==> config.mk <==
export PLATFORM = sky130hd
export DESIGN_NAME = vga_timing_gen_flat
export DESIGN_NICKNAME = d
export VERILOG_FILES = /design/src/rtl/vga_timing_gen_pkg.sv /design/src/rtl/vga_timing_gen_if.sv /design/src/rtl/vga_axis_counter.sv /design/src/rtl/vga_timing_gen.sv /design/src/flat_wrapper.sv
export SDC_FILE = /design/constraint.sdc
export NUM_CORES = 1
export LEC_CHECK = 0
export BUFFER_PORTS_ARGS = -buffer_cell sky130_fd_sc_hd__buf_2
export CAP_MARGIN = 5
export CORE_ASPECT_RATIO = 0.5
export CORE_MARGIN = 8
export CORE_UTILIZATION = 54
export CTS_BUF_LIST = sky130_fd_sc_hd__clkbuf_4 sky130_fd_sc_hd__clkbuf_8 sky130_fd_sc_hd__clkbuf_16
export DETAILED_ROUTE_END_ITERATION = 8
export PLACE_DENSITY = 0.78
export SYNTH_ARGS = -nofsm -noshare
export SYNTH_HDL_FRONTEND = slang
export SYNTH_HIERARCHICAL = 1
export SYNTH_SLANG_ARGS = --single-unit
==> constraint.sdc <==
create_clock -name vga_clk -period 3.6 [get_ports vga_clk]
set_clock_uncertainty 0.15 [all_clocks]
set_input_delay 0.36 -clock vga_clk [delete_from_list [all_inputs] [get_ports vga_clk]]
set_output_delay 0.36 -clock vga_clk [all_outputs]
set_load 0.1 [all_outputs]
==> src/rtl/vga_timing_gen_pkg.sv <==
// Shared timing constants and coordinate type for the 640x480@60 raster generator.
package vga_timing_pkg;
  typedef logic [9:0] coord_t;

  localparam int unsigned H_ACTIVE_D = 640;
  localparam int unsigned H_FP_D     = 16;
  localparam int unsigned H_SYNC_D   = 96;
  localparam int unsigned H_BP_D     = 48;
  localparam int unsigned H_TOTAL_D  = H_ACTIVE_D + H_FP_D + H_SYNC_D + H_BP_D;

  localparam int unsigned V_ACTIVE_D = 480;
  localparam int unsigned V_FP_D     = 10;
  localparam int unsigned V_SYNC_D   = 2;
  localparam int unsigned V_BP_D     = 33;
  localparam int unsigned V_TOTAL_D  = V_ACTIVE_D + V_FP_D + V_SYNC_D + V_BP_D;
endpackage

==> src/rtl/vga_timing_gen_if.sv <==
// Raster bundle from the timing generator to pixel producers and the connector.
interface vga_timing_gen_if;
  import vga_timing_pkg::*;
  coord_t     DrawX;
  coord_t     DrawY;
  logic       blank;
  logic       hs;
  logic       vs;
  logic       frame_start;
  logic [7:0] frame_count;

  modport master (output DrawX, DrawY, blank, hs, vs, frame_start, frame_count);
  modport slave  (input  DrawX, DrawY, blank, hs, vs, frame_start, frame_count);
endinterface

==> src/rtl/vga_axis_counter.sv <==
// Modulo-MOD counter with enable; reset parks on MOD-1 so the first enable wraps to 0.
module vga_axis_counter
  import vga_timing_pkg::*;
#(
  parameter int unsigned MOD = 800
) (
  input  logic   clk,
  input  logic   reset,
  input  logic   en,
  output coord_t count,
  output coord_t count_nxt,
  output logic   wrap
);
  localparam coord_t LAST = coord_t'(MOD - 1);

  assign wrap      = en && (count == LAST);
  assign count_nxt = !en ? count : (wrap ? '0 : count + 1'b1);

  always_ff @(posedge clk) begin
    if (reset) count <= LAST;
    else       count <= count_nxt;
  end
endmodule

==> src/rtl/vga_timing_gen.sv <==
// Raster timing: pixel-tick divider, h/v counters, registered sync/blank decode, frame counter.
module vga_timing_gen
  import vga_timing_pkg::*;
#(
  parameter int unsigned H_ACTIVE = H_ACTIVE_D,
  parameter int unsigned H_FP     = H_FP_D,
  parameter int unsigned H_SYNC   = H_SYNC_D,
  parameter int unsigned H_BP     = H_BP_D,
  parameter int unsigned V_ACTIVE = V_ACTIVE_D,
  parameter int unsigned V_FP     = V_FP_D,
  parameter int unsigned V_SYNC   = V_SYNC_D,
  parameter int unsigned V_BP     = V_BP_D,
  parameter int unsigned PIX_DIV  = 1
) (
  input  logic             vga_clk,
  input  logic             reset,
  vga_timing_gen_if.master vga
);
  localparam int unsigned H_TOTAL = H_ACTIVE + H_FP + H_SYNC + H_BP;
  localparam int unsigned V_TOTAL = V_ACTIVE + V_FP + V_SYNC + V_BP;

  if (H_TOTAL > 1024 || V_TOTAL > 1024 || (PIX_DIV != 1 && PIX_DIV != 2)) begin : g_bad_params
    $error("vga_timing_gen: totals must be <= 1024 and PIX_DIV must be 1 or 2");
  end

  localparam coord_t H_ACT    = coord_t'(H_ACTIVE);
  localparam coord_t HS_BEG   = coord_t'(H_ACTIVE + H_FP);
  localparam coord_t HS_END   = coord_t'(H_ACTIVE + H_FP + H_SYNC);
  localparam coord_t V_ACT    = coord_t'(V_ACTIVE);
  localparam coord_t VS_BEG   = coord_t'(V_ACTIVE + V_FP);
  localparam coord_t VS_END   = coord_t'(V_ACTIVE + V_FP + V_SYNC);
  localparam logic   DIV_LAST = 1'(PIX_DIV - 1);

  logic   div, tick, h_wrap, v_wrap;
  coord_t hc, vc, hc_nxt, vc_nxt;

  assign tick = (div == DIV_LAST);

  always_ff @(posedge vga_clk) begin
    if (reset) div <= 1'b0;
    else       div <= tick ? 1'b0 : div + 1'b1;
  end

  vga_axis_counter #(.MOD(H_TOTAL)) u_hcnt (
    .clk(vga_clk), .reset(reset), .en(tick),
    .count(hc), .count_nxt(hc_nxt), .wrap(h_wrap)
  );

  vga_axis_counter #(.MOD(V_TOTAL)) u_vcnt (
    .clk(vga_clk), .reset(reset), .en(tick && h_wrap),
    .count(vc), .count_nxt(vc_nxt), .wrap(v_wrap)
  );

  assign vga.DrawX = hc;
  assign vga.DrawY = vc;

  // Decode from the next position so the flags land in the same edge as the counters.
  always_ff @(posedge vga_clk) begin
    if (reset) begin
      vga.blank       <= 1'b0;
      vga.hs          <= 1'b1;
      vga.vs          <= 1'b1;
      vga.frame_start <= 1'b0;
      vga.frame_count <= '0;
    end else begin
      vga.blank       <= (hc_nxt < H_ACT) && (vc_nxt < V_ACT);
      vga.hs          <= !((hc_nxt >= HS_BEG) && (hc_nxt < HS_END));
      vga.vs          <= !((vc_nxt >= VS_BEG) && (vc_nxt < VS_END));
      vga.frame_start <= v_wrap;
      if (tick && h_wrap && (vc_nxt == VS_BEG))
        vga.frame_count <= vga.frame_count + 1'b1;
    end
  end
endmodule

==> src/flat_wrapper.sv <==
// flat-port wrapper written by rule: the top's interface ports become plain ports
module vga_timing_gen_flat import vga_timing_pkg::*;
#(
  parameter int unsigned H_ACTIVE = H_ACTIVE_D,
  parameter int unsigned H_FP     = H_FP_D,
  parameter int unsigned H_SYNC   = H_SYNC_D,
  parameter int unsigned H_BP     = H_BP_D,
  parameter int unsigned V_ACTIVE = V_ACTIVE_D,
  parameter int unsigned V_FP     = V_FP_D,
  parameter int unsigned V_SYNC   = V_SYNC_D,
  parameter int unsigned V_BP     = V_BP_D,
  parameter int unsigned PIX_DIV  = 1
)
  (vga_clk, reset, vga_DrawX, vga_DrawY, vga_blank, vga_hs, vga_vs, vga_frame_start, vga_frame_count);
  vga_timing_gen_if vga_i ();
  input  logic vga_clk;
  input  logic reset;
  output wire logic [$bits(vga_i.DrawX)-1:0] vga_DrawX;
  output wire logic [$bits(vga_i.DrawY)-1:0] vga_DrawY;
  output wire logic [$bits(vga_i.blank)-1:0] vga_blank;
  output wire logic [$bits(vga_i.hs)-1:0] vga_hs;
  output wire logic [$bits(vga_i.vs)-1:0] vga_vs;
  output wire logic [$bits(vga_i.frame_start)-1:0] vga_frame_start;
  output wire logic [$bits(vga_i.frame_count)-1:0] vga_frame_count;
  assign vga_DrawX = vga_i.DrawX;
  assign vga_DrawY = vga_i.DrawY;
  assign vga_blank = vga_i.blank;
  assign vga_hs = vga_i.hs;
  assign vga_vs = vga_i.vs;
  assign vga_frame_start = vga_i.frame_start;
  assign vga_frame_count = vga_i.frame_count;
  vga_timing_gen #(.H_ACTIVE(H_ACTIVE), .H_FP(H_FP), .H_SYNC(H_SYNC), .H_BP(H_BP), .V_ACTIVE(V_ACTIVE), .V_FP(V_FP), .V_SYNC(V_SYNC), .V_BP(V_BP), .PIX_DIV(PIX_DIV)) u_core (.vga_clk(vga_clk), .reset(reset), .vga(vga_i));
endmodule
==> run summary, run 1 <==
status: completed
WS Path Type: register to register
Nets: 238
Reg2Reg Setup Slack: 0.15 ns
Setup crit start kind: register
fill cell count: 260
die area: 5350 um^2
Pwr Density: 546 nW/um^2
Mean Syn Cell Area: 8.71 um^2
htree depth: 2
largest net degree at the start of global routing: 21
clock power share: 28.3%
clock sinks: 33
Worst Setup End Kind: register
WHS Path Cells: 2
hold endpoint: u_core/vga.frame_count[1]
CTS root buf: clkbuf_8
number of global-route vias before repair: 1466
final worst path period need: 3.45 ns
Hold/Removal Path Class: primary input to register
IO Pins: 34
CP required: 3.67 ns
Vias per Instance: 5.64
first-pass GRT wire length: 6.94 mm
Comb pwr share: 32.7%
area of the core: 3010 um^2
sw power: 0.455 mW
GRT Util Overall: 16.0%
worst vdd ir: 0.000391 V
total power: 1.10 mW
Pleak: 0.847 nW
Int Pwr: 0.649 mW
share of cells above drive strength 1: 28.3%
WL/cell: 15.0 um
most frequent cells in the layout: buf_2, dfxtp_1, nand2_1
Vias: 1541
detailed-placement wirelength estimate: 3.00 mm
Reg power frac: 39.0%
R2R cell count: 11
ant diodes: 0
width of the die: 95.7 um
hold_sp: reset
detailed router's first-iteration violation count: 98
TritonCTS clock tree: yes
final setup vio count: 0
Post-Syn Area: 1720 um^2
routed wire length: 4.10 mm
worst setup margin: 0.155 ns
initial antenna violation count: 0
commonest non-fill, non-tap cell in the layout: buf_2
MaxCap Viol Count: 0
maximum clock frequency: 0.290 GHz
Synthesis Warnings: 6
height of the die: 55.9 um
clock-pin slew on the worst setup and hold paths: 0.07 ns
Max Slew Vio Count: 0
Initial Util: 56.9%
Setup WS pre-CTS: 0.100 ns
DRC Markers: 0
first-pass iteration count of the detailed router: 4
cts bufs inserted: 5
gr ovfl total: 0
Worst Path Arrival: 3.52 ns
Layout area overhead: 17.9%
net switching share of the total power: 41.2%
R2R Path Start: u_core/u_hcnt/count[0]
worst skew pair latency: 0.29 ns
Tcrit/Tclk final: 95.7%
FF-to-FF End: u_core/vga.frame_count[7]
Syn Inst Count: 197
routability congestion estimate: 0.863
Max Fanout on Critical Path: 15
Detail Route Antenna Nets: 0
input/output buffers: 33
Placement Rows: 14
CTS Buffer Depth: 2
Final Hold Fails: 0
syn_nets: 203
-- state kept, by name, indices dropped and copies added, names as in the netlist --
| name | cells |
|---|---|
| u_core/vga.frame_count | 8 |
| u_core/u_vcnt/count | 10 |
| u_core/div | 1 |
| u_core/vga.blank | 1 |
| u_core/u_hcnt/count | 10 |
| u_core/vga.vs | 1 |
| u_core/vga.frame_start | 1 |
| u_core/vga.hs | 1 |
-- worst max path at each step --
stage                                 to  cells past startpoint  slack, ns              startpoint
6_report       u_core/vga.frame_count[7]                     11       0.15  u_core/u_hcnt/count[0]
4_1_cts        u_core/vga.frame_count[7]                     11       0.05              u_core/div
3_3_place_gp   u_core/vga.frame_count[7]                     11       0.22              u_core/div
3_5_place_dp   u_core/vga.frame_count[7]                     11       0.10              u_core/div
5_1_grt        u_core/vga.frame_count[7]                     11      -0.03  u_core/u_hcnt/count[0]
2_1_floorplan  u_core/vga.frame_count[7]                     12       0.01  u_core/u_hcnt/count[6]
-- cell type report --
class / instances / area, um^2 / share of cell area (%)
clock inverter: 1 / 5.00 / 0.247
sequential: 33 / 676 / 33.4
multi-input combinational: 150 / 990 / 48.9
inverter: 7 / 26.3 / 1.30
tap: 40 / 50.0 / 2.47
clock buffer: 7 / 96.3 / 4.76
timing repair buffer: 35 / 180 / 8.91
-- routing by layer --
| metal | track usage [%] | up-vias | wire, um |
|---|---|---|---|
| met1 | 20.5 | 712 | 1950 |
| met3 | 6.59 | 5 | 334 |
| met2 | 23.1 | 49 | 1780 |
| li1 | - | 775 | - |
| met5 | 0 | - | 0 |
| met4 | 6.29 | 0 | 31 |
-- repair_timing --
item	4_1_cts	5_1_grt
setup buffers	0	1
setup endpoints to repair	0	3
hold buffers	0	0
gates resized for setup	0	3
-- through the flow --
step                      setup TNS (ns)  hold slack [ns]  std cells  util, %  cell area [um^2]
after floorplan                        0            0.281        197        -              1730
after detailed placement               0            0.333        264     63.5              1910
final                                  0            0.298        273     67.2              2020
after CTS                              0            0.290        272     66.8              2010
after global routing             -0.0346            0.321        273     67.2              2020
after global placement                 0            0.327        264     63.5              1910
-- power by group through the flow --
| stage | registers [mW] | clock network (mW) | logic, mW |
|---|---|---|---|
| 2_1_floorplan | 0.604 | 0 | 0.134 |
| 3_3_place_gp | 0.436 | 0 | 0.351 |
| 3_5_place_dp | 0.437 | 0 | 0.356 |
| 4_1_cts | 0.429 | 0.322 | 0.359 |
| 5_1_grt | 0.434 | 0.336 | 0.380 |
| 6_report | 0.430 | 0.313 | 0.361 |
-- worst max-delay path: stages, from the launching register on --
cell and delay [ns]:
dfxtp_4 0.37, ha_1 0.16, and4_4 0.25, and4_1 0.21
and2b_4 0.26, nand4_2 0.17, o31ai_1 0.33, a21oi_1 0.19
nor4b_4 0.38, nand4_2 0.20, or4_1 0.53, a21oi_1 0.15
Power figures use the tool's default switching activity.
==> inputs of run 2 (changes only) <==
Settings changed: ABC_AREA set to 1, CORE_UTILIZATION 54 to 55.
==> run summary, run 2 <==
status: completed
Synthesis Warnings: 6
CP max stage delay: 0.40 ns
R2R Path Start: u_core/u_hcnt/count[1]
cts bufs inserted: 5
Vias: 1834
Post-CTS Resized: 0
worst skew pair latency: 0.29 ns
WS Path Type: register to register
Max Fanout on Critical Path: 10
width of the die: 99.4 um
ant diodes: 0
critical path depth in cells: 20
CTS Buffer Depth: 2
Detail Route Antenna Nets: 0
net switching share of the total power: 39.9%
CP max stage cell: dfxtp_1
clock sinks: 33
routability congestion estimate: 0.898
MaxCap Viol Count: 0
maximum clock frequency: 0.317 GHz
detailed router's first-iteration violation count: 64
hold buffer count at cts: 0
sw power: 0.377 mW
gr ovfl total: 0
CTS root buf: clkbuf_8
Comb pwr share: 30.1%
Pwr Density: 431 nW/um^2
Tcrit/Tclk final: 87.7%
first-pass iteration count of the detailed router: 4
die area: 5740 um^2
Vias per Instance: 4.98
area of the core: 3380 um^2
Nets: 333
WL/cell: 11.7 um
critical path cell sequence: ha_1 -> nand2_4 -> nor2_4 -> nand4_4 -> inv_2 -> inv_1 -> nor2_2 -> inv_2 -> nor2_1 -> or2_1 -> nand3_1 -> inv_1 -> inv_1 -> nor2_1 -> nand2_2 -> nor2_8 -> nand2_2 -> nand2_1 -> nand2_1 -> nor2_1
Setup WS pre-CTS: 0.517 ns
first-pass GRT wire length: 7.01 mm
Reg power frac: 42.8%
Multi-input gate area: 1030 um^2
Post-Syn Area: 1910 um^2
Placement Rows: 15
detailed-placement wirelength estimate: 3.27 mm
Mean Syn Cell Area: 6.62 um^2
Setup crit start kind: register
Worst Setup End Kind: register
IO Pins: 34
Post-CTS Setup Repair Bufs: 0
Worst Setup SP: u_core/u_hcnt/count[1]
Layout area overhead: 14.5%
share of cells above drive strength 1: 23.3%
Final Hold Fails: 0
top flop regs: u_core/u_hcnt/count x10, u_core/u_vcnt/count x10, u_core/vga.frame_count x8
htree depth: 2
register area: 661 um^2
CP required: 3.67 ns
syn_nets: 295
most frequent cells in the layout: nand2_1, inv_1, nor2_1
Initial Util: 56.6%
initial antenna violation count: 0
final worst path period need: 3.16 ns
largest net degree at the start of global routing: 15
routed wire length: 4.30 mm
Max Slew Vio Count: 0
clock power share: 27.1%
RSZ-0062 raised after global routing: no
Int Pwr: 0.567 mW
fill cell count: 312
number of global-route vias before repair: 1691
Worst path top cell family by delay: simple AND/OR/NAND/NOR gates
WHS Path Cells: 2
worst setup margin: 0.442 ns
clock-pin slew on the worst setup and hold paths: 0.06 ns
R2R cell count: 20
Hold/Removal Path Class: primary input to register
worst vdd ir: 0.000366 V
Pleak: 1.18 nW
DRC Markers: 0
final setup vio count: 0
Syn Inst Count: 289
input/output buffers: 33
hold_sp: reset
GRT Util Overall: 15.0%
commonest non-fill, non-tap cell in the layout: nand2_1
Worst Path Arrival: 3.23 ns
height of the die: 57.7 um
TritonCTS clock tree: yes
Critical path buffers and inverters: 5
Post-Route Setup TNS: 0 ns
-- run 2: final timing paths --
| check | to | slack [ns] |
|---|---|---|
| worst max-delay path | u_core/vga.frame_count[4] | 0.44 |
| worst min-delay path | u_core/u_vcnt/count[7] | 0.28 |
| worst max register to register | u_core/vga.frame_count[4] | 0.44 |
| worst min register to register | u_core/vga.frame_count[0] | 0.36 |
-- run 2: per-stage QoR --
stage / cell area (um^2) / hold slack [ns] / power (mW) / cells / utilization [%]
global placement: 2120 / 0.327 / 0.691 / 362 / 62.6
floorplan: 1910 / 0.281 / 0.650 / 289 / -
global route: 2190 / 0.291 / 0.988 / 368 / 64.8
CTS: 2190 / 0.281 / 0.952 / 368 / 64.8
finish: 2190 / 0.284 / 0.945 / 368 / 64.8
detailed placement: 2120 / 0.351 / 0.694 / 362 / 62.6
-- run 2: cell type report --
type | instances | share of cell area, %
inverters | 55 | 9.43
repair buffers | 33 | 7.54
flip-flops and latches | 33 | 30.2
clock buffers | 5 | 3.14
clock inverters | 1 | 0.229
multi-input cells | 199 | 47.1
well taps | 42 | 2.40
-- run 2: routing by layer --
metal	track usage, %	up-vias	wire length (um)
met4	6.82	0	46
li1	-	955	-
met2	24.5	52	1860
met5	0	-	0
met1	17.4	821	2070
met3	5.49	6	317
-- run 2: power groups by stage --
stage | registers, mW | logic, mW | clock network, mW
finish | 0.405 | 0.284 | 0.256
global route | 0.407 | 0.302 | 0.279
CTS | 0.405 | 0.283 | 0.265
detailed placement | 0.413 | 0.282 | 0
global placement | 0.412 | 0.280 | 0
floorplan | 0.534 | 0.116 | 0
